## src/rtl/clock_divider_pkg.sv

```systemverilog
// Shared constants for the clock divider: divisor-select encodings,
// FSM state encoding and default divisor values.
package clock_divider_pkg;

  localparam logic [2:0] FREQ_DEF  = 3'b000;
  localparam logic [2:0] FREQ_SLOW = 3'b001;
  localparam logic [2:0] FREQ_MED  = 3'b010;
  localparam logic [2:0] FREQ_FAST = 3'b011;

  localparam int unsigned CNT_WIDTH_DFLT = 26;
  localparam int unsigned DIV_DEF_DFLT   = 25;
  localparam int unsigned DIV_SLOW_DFLT  = 25_000_000;
  localparam int unsigned DIV_MED_DFLT   = 25_000;
  localparam int unsigned DIV_FAST_DFLT  = 0;

  typedef enum logic [1:0] {
    ST_RUN  = 2'd0,
    ST_PARK = 2'd1,
    ST_STEP = 2'd2
  } state_e;

endpackage

```

## src/rtl/clock_divider_div_counter.sv

```systemverilog
// Half-period counter with terminal compare; the active terminal count is
// captured only at reset and at each terminal count so a phase never changes length.
module div_counter #(
  parameter int unsigned CNT_WIDTH = 26
) (
  input  logic                 clk,
  input  logic                 reset,
  input  logic                 hold_i,
  input  logic [CNT_WIDTH-1:0] n_sel_i,
  output logic                 tc_o
);

  logic [CNT_WIDTH-1:0] count_q;
  logic [CNT_WIDTH-1:0] n_q;

  assign tc_o = (count_q == n_q);

  always_ff @(posedge clk) begin
    if (reset) begin
      count_q <= '0;
      n_q     <= n_sel_i;
    end else if (hold_i) begin
      count_q <= '0;
    end else if (tc_o) begin
      count_q <= '0;
      n_q     <= n_sel_i;
    end else begin
      count_q <= count_q + CNT_WIDTH'(1);
    end
  end

endmodule

```

## src/rtl/clock_divider.sv

```systemverilog
// Programmable clock divider with halt/park and single-step of one output period.
// The FSM and edge ticks live here; counting and divisor latching live in div_counter.
module clock_divider
  import clock_divider_pkg::*;
#(
  parameter int unsigned CNT_WIDTH = CNT_WIDTH_DFLT,
  parameter int unsigned DIV_DEF   = DIV_DEF_DFLT,
  parameter int unsigned DIV_SLOW  = DIV_SLOW_DFLT,
  parameter int unsigned DIV_MED   = DIV_MED_DFLT,
  parameter int unsigned DIV_FAST  = DIV_FAST_DFLT
) (
  input  logic                 clk,
  input  logic                 reset,
  input  logic                 halt,
  input  logic                 step,
  input  logic [2:0]           freq,
  input  logic                 div_load,
  input  logic [CNT_WIDTH-1:0] div_value,
  output logic                 clk_out,
  output logic                 rise_tick,
  output logic                 fall_tick,
  output logic                 parked
);

  state_e               state_q;
  logic                 clk_out_q;
  logic                 rise_q;
  logic                 fall_q;
  logic                 parked_q;
  logic [CNT_WIDTH-1:0] prog_q;
  logic [CNT_WIDTH-1:0] n_sel_d;
  logic                 tc;

  always_ff @(posedge clk) begin
    if (reset) begin
      prog_q <= CNT_WIDTH'(DIV_DEF);
    end else if (div_load) begin
      prog_q <= div_value;
    end
  end

  // During reset the programmable register is itself being reset, so a 1xx
  // selection must latch the reset value rather than the old register contents.
  always_comb begin
    n_sel_d = prog_q;
    case (freq)
      FREQ_DEF:  n_sel_d = CNT_WIDTH'(DIV_DEF);
      FREQ_SLOW: n_sel_d = CNT_WIDTH'(DIV_SLOW);
      FREQ_MED:  n_sel_d = CNT_WIDTH'(DIV_MED);
      FREQ_FAST: n_sel_d = CNT_WIDTH'(DIV_FAST);
      default:   n_sel_d = reset ? CNT_WIDTH'(DIV_DEF) : prog_q;
    endcase
  end

  div_counter #(
    .CNT_WIDTH(CNT_WIDTH)
  ) u_div_counter (
    .clk    (clk),
    .reset  (reset),
    .hold_i (state_q == ST_PARK),
    .n_sel_i(n_sel_d),
    .tc_o   (tc)
  );

  always_ff @(posedge clk) begin
    if (reset) begin
      state_q   <= ST_RUN;
      clk_out_q <= 1'b0;
      rise_q    <= 1'b0;
      fall_q    <= 1'b0;
      parked_q  <= 1'b0;
    end else begin
      rise_q <= 1'b0;
      fall_q <= 1'b0;
      case (state_q)
        ST_RUN: begin
          if (tc) begin
            if (halt) begin
              // Park only with clk_out high: finish a low phase with a rise,
              // or swallow the falling toggle of a high phase.
              if (!clk_out_q) begin
                clk_out_q <= 1'b1;
                rise_q    <= 1'b1;
              end
              state_q  <= ST_PARK;
              parked_q <= 1'b1;
            end else begin
              clk_out_q <= ~clk_out_q;
              rise_q    <= ~clk_out_q;
              fall_q    <= clk_out_q;
            end
          end
        end
        ST_PARK: begin
          if (!halt) begin
            state_q  <= ST_RUN;
            parked_q <= 1'b0;
          end else if (step) begin
            state_q   <= ST_STEP;
            parked_q  <= 1'b0;
            clk_out_q <= 1'b0;
            fall_q    <= 1'b1;
          end
        end
        ST_STEP: begin
          if (tc) begin
            if (!clk_out_q) begin
              clk_out_q <= 1'b1;
              rise_q    <= 1'b1;
            end else if (halt) begin
              state_q  <= ST_PARK;
              parked_q <= 1'b1;
            end else begin
              state_q   <= ST_RUN;
              clk_out_q <= 1'b0;
              fall_q    <= 1'b1;
            end
          end
        end
        default: begin
          state_q <= ST_RUN;
        end
      endcase
    end
  end

  assign clk_out   = clk_out_q;
  assign rise_tick = rise_q;
  assign fall_tick = fall_q;
  assign parked    = parked_q;

endmodule

```

## config.mk

```make
export PLATFORM = sky130hd
export DESIGN_NAME = clock_divider
export DESIGN_NICKNAME = d
export VERILOG_FILES = /design/src/rtl/clock_divider_pkg.sv /design/src/rtl/clock_divider_div_counter.sv /design/src/rtl/clock_divider.sv
export SDC_FILE = /design/constraint.sdc
export NUM_CORES = 1
export LEC_CHECK = 0
export ABC_CLOCK_PERIOD_IN_PS = 11000
export BUFFER_PORTS_ARGS = -buffer_cell sky130_fd_sc_hd__clkbuf_2
export CORE_MARGIN = 10
export CORE_UTILIZATION = 30
export DETAILED_ROUTE_END_ITERATION = 6
export SYNTH_ARGS = -nofsm -noshare
export SYNTH_HDL_FRONTEND = slang
export SYNTH_SLANG_ARGS = --single-unit
```

## constraint.sdc

```tcl
create_clock -name clk -period 11 [get_ports clk]
set_clock_uncertainty 0.15 [all_clocks]
set_input_delay 1.1 -clock clk [delete_from_list [all_inputs] [get_ports clk]]
set_output_delay 1.1 -clock clk [all_outputs]
set_load 0.005 [all_outputs]
```

==> metrics.log <==
[metrics] utilization of the core after routing: 35.9%
[metrics] clock root buffer master: sky130_fd_sc_hd__clkbuf_16
[metrics] critical-path maximum fanout: 31
[metrics] logic depth of the worst register-to-register path: 6
[metrics] post-synthesis instance area: 0.00363 mm²
[metrics] hold crit path type: reg -> reg
[metrics] number of synthesized register bits: 84
[metrics] type of destination of the critical path: flip-flop
[metrics] unrepaired setup endpoints after global routing: false
[metrics] worst slew margin relative to its limit: 44.3%
[metrics] routability cong.: 0.755
[metrics] Final Max Slew Viols: 0
[metrics] residual overflow from global routing: 0
[metrics] cell row count: 40
[metrics] FF-to-FF End: u_div_counter.count_q[13]
[metrics] Critical Path Slowest Stage Cell: sky130_fd_sc_hd__clkbuf_2
[metrics] number of unique standard cell types used by synthesis: 37
[metrics] critical path cell sequence: clkbuf_2, inv_1, o21ai_2, buf_4
[metrics] Diodes inserted: 0
[metrics] clock slew at reported path FFs: 0.06 ns
[metrics] CP startpoint kind: input pin
[metrics] hold_sp: prog_q[0]
[metrics] drt via density: 4.60
[metrics] Antenna Violating Nets Remaining: 0
[metrics] TNS Setup: 0 ns
[metrics] Hold Path Stages: 2
[metrics] initial core utilization: between 30% and 40%
[metrics] hold bufs inserted after CTS: 0
[metrics] minimum setup slack in the final design: 8.47 ns
[metrics] Setup CP Type: in -> reg
[metrics] post-DR wirelength/cell: 13.0 µm
[metrics] PD cells: 161 mW/mm²
[metrics] number of global-route vias before repair: roughly 2,500
[metrics] detailed-placement wirelength estimate: 5.30 mm
[metrics] Total Power Consumption: 0.687 mW
[metrics] clk buf depth: 2
[metrics] gr usage total: 9.06%
[metrics] Async S/R FF share, synth: 0%
[metrics] pre-CTS WS: 7.67 ns
[metrics] number of top-level design ports: 38
[metrics] area of the core region: around 0.012 mm²
[metrics] fraction of the cycle the final worst path needs: 23.0%
[metrics] CP required: about 11 ns
[metrics] post-cts gate resize count: 0
[metrics] clock insertion delay at the later pin of the skew report: roughly 0.34 ns
[metrics] number of optimization iterations in the first detailed-route pass: 4
[metrics] share of post-route cells with drive strength above 1: ~15%
[metrics] total leakage power: 1.72 nW
[metrics] post-CTS repair timing setup buffer count: 0
[metrics] wire length of the first global-routing pass: 12.1 mm
[metrics] end point of the most critical hold path: prog_q[0]
[metrics] VDD IR max: a little over 0.09 mV
[metrics] total CTS buffers: 9
[metrics] YS warnings: 0
[metrics] maximum capacitance violations: 0
[metrics] final hold violations: 0
[metrics] outcome: complete, no violations
[metrics] full die area: 0.0169 mm²
[metrics] post-synthesis sequential area ratio: 53.5%
[metrics] final net count: 426
[metrics] Post-Synthesis Cells: roughly 350
[metrics] slack of the worst reg-to-reg path: 8.50 ns
[metrics] Min Clock Period, post-route: approximately 2.5 ns
[metrics] Setup-failing EPs final: 0
[metrics] Mapped Avg Cell Area: 10.4 µm²
[metrics] area added between synthesis and finish: 17.8%
[metrics] horizontal die dimension: 130 µm
[metrics] arrival time reported for the critical path endpoint: 2.39 ns
[metrics] # H-tree levels: 3
[metrics] number of antenna violations at the first check in global routing: 0
[metrics] Max Clock Freq: 395 MHz
[metrics] Placed Cells incl. Taps: 523
[metrics] reg-to-reg startpoint: u_div_counter.count_q[2]
[metrics] number of remaining DRC errors: 0
[metrics] number of inserted filler cells in the final layout: ~1,200
[metrics] transition time at the pin with the least slew margin: 0.836 ns
[metrics] critical path's largest stage delay: ~0.50 ns
[metrics] Final Routed Wirelength: 7.03 mm
[metrics] main flop type after synthesis: sky130_fd_sc_hd__dfxtp_1
[metrics] largest net degree at the start of global routing: 32
[metrics] first-iteration detailed-routing DRC count: 61
[metrics] y dimension of the die: 130 µm
[metrics] detailed-route via count: 2,480
[metrics] IO buf count: 37
[metrics] TritonCTS clock tree: built
[metrics] Mapped Nets: 388
[metrics] fin cells: 539
[metrics] number of enable-type register cells in the synthesized netlist: 26
[metrics] clk sinks: 84
-- worst max-delay path, delay by kind of cell --
family	cells	cell delay (ns)
buf+inv	3	1.16
compound gates	1	0.12
-- metrics by stage --
| step | hold slack, ns | cell area, µm² |
|---|---|---|
| 6_report | 0.333 | 4280 |
| 2_1_floorplan | 0.292 | 3630 |
| 3_3_place_gp | 0.312 | 3970 |
| 4_1_cts | 0.335 | 4270 |
| 3_5_place_dp | 0.317 | 3970 |
| 5_1_grt | 0.355 | 4280 |
-- how the worst max path moves through the flow --
| stage | end | depth (start not counted) | startpoint |
|---|---|---|---|
| 2_1_floorplan | u_div_counter.n_q[0] | 5 | u_div_counter.count_q[7] |
| 3_3_place_gp | u_div_counter.n_q[3] | 3 | reset |
| 3_5_place_dp | u_div_counter.n_q[3] | 3 | reset |
| 4_1_cts | u_div_counter.n_q[3] | 3 | reset |
| 5_1_grt | u_div_counter.count_q[23] | 6 | u_div_counter.count_q[2] |
| 6_report | u_div_counter.n_q[17] | 4 | reset |
-- report_power, final --
group	switching (mW)	internal, mW	total (mW)
combinational	0.0209	0.0190	0.0399
sequential	0.00750	0.333	0.340
clock	0.127	0.180	0.307
-- cell families (layout without fill, tap and decap cells) --
kind of cell    after synthesis  after routing  synth area share (%)
buf+inv                      21             64                  2.17
mux                          25             25                  6.89
fa+ha+maj                     5              5                  1.72
flops                        84             84                  53.5
compound gates               35             35                  6.72
xor+xnor                     51             51                  12.3
simple gates                128            128                  16.7
-- state kept, by name (all words and copies together) (netlist names) --
name                   cells
u_div_counter.n_q         26
prog_q                    26
u_div_counter.count_q     26
fall_tick                  1
rise_tick                  1
parked                     1
clk_out                    1
state_q                    2
-- routing by layer --
| metal | part of all wire (%) | GRT usage [%] | routed length (µm) |
|---|---|---|---|
| met2 | 47 | 14.2 | 3310 |
| met4 | 3.1 | 6.22 | 217 |
| met5 | 0 | 0 | 0 |
| met3 | 4.6 | 2.31 | 324 |
| met1 | 45 | 10.7 | 3180 |
-- Yosys cell counts, types with 2 or more instances --
cell type                  number  area share (%)
sky130_fd_sc_hd__o22ai_1        2            0.34
sky130_fd_sc_hd__and3_1         4            0.69
sky130_fd_sc_hd__dfxtp_1       58              32
sky130_fd_sc_hd__o21ai_0        4            0.55
sky130_fd_sc_hd__nand4_1       10             1.7
sky130_fd_sc_hd__nor2_1        62             6.4
sky130_fd_sc_hd__buf_1          2            0.21
sky130_fd_sc_hd__nand2_1       16             1.7
sky130_fd_sc_hd__ha_1           5             1.7
sky130_fd_sc_hd__nor3_1         5            0.69
sky130_fd_sc_hd__and2_1         8             1.4
sky130_fd_sc_hd__clkbuf_1       9            0.93
sky130_fd_sc_hd__nor4_1         2            0.34
sky130_fd_sc_hd__nand3_1       10             1.4
sky130_fd_sc_hd__edfxtp_1      26              22
sky130_fd_sc_hd__o21a_1         4            0.83
sky130_fd_sc_hd__a21o_1        13             2.7
sky130_fd_sc_hd__inv_1         10             1.0
sky130_fd_sc_hd__a21oi_1        5            0.69
sky130_fd_sc_hd__xnor2_1       37             8.9
sky130_fd_sc_hd__mux2i_1       25             6.9
sky130_fd_sc_hd__and4_1         4            0.97
sky130_fd_sc_hd__xor2_1        14             3.4
-- layout make-up --
class	count	area (µm²)	share of cell area (%)
inverters	10	37.5	0.878
well taps	147	184	4.30
repair buffers	38	193	4.51
flip-flops and latches	84	1940	45.4
clock inverters	7	80.1	1.87
clock buffers	9	225	5.27
multi-input cells	244	1620	37.8
-- cells in the final DEF (no fill, tap or decap), types with 2 or more instances in the layout --
master                       n
sky130_fd_sc_hd__inv_6       4
sky130_fd_sc_hd__and3_1      4
sky130_fd_sc_hd__dfxtp_1    58
sky130_fd_sc_hd__nand3_1    10
sky130_fd_sc_hd__nor2_1     62
sky130_fd_sc_hd__xnor2_1    37
sky130_fd_sc_hd__o22ai_1     2
sky130_fd_sc_hd__inv_1      10
sky130_fd_sc_hd__mux2i_1    25
sky130_fd_sc_hd__and4_1      4
sky130_fd_sc_hd__a21o_1     13
sky130_fd_sc_hd__edfxtp_1   26
sky130_fd_sc_hd__nand4_1    10
sky130_fd_sc_hd__a21oi_1     5
sky130_fd_sc_hd__o21a_1      4
sky130_fd_sc_hd__ha_1        5
sky130_fd_sc_hd__clkbuf_2   37
sky130_fd_sc_hd__nand2_1    16
sky130_fd_sc_hd__nor3_1      5
sky130_fd_sc_hd__clkbuf_16   9
sky130_fd_sc_hd__and2_1      8
sky130_fd_sc_hd__nor4_1      2
sky130_fd_sc_hd__o21ai_0     3
sky130_fd_sc_hd__xor2_1     14
Power figures use the tool's default switching activity.
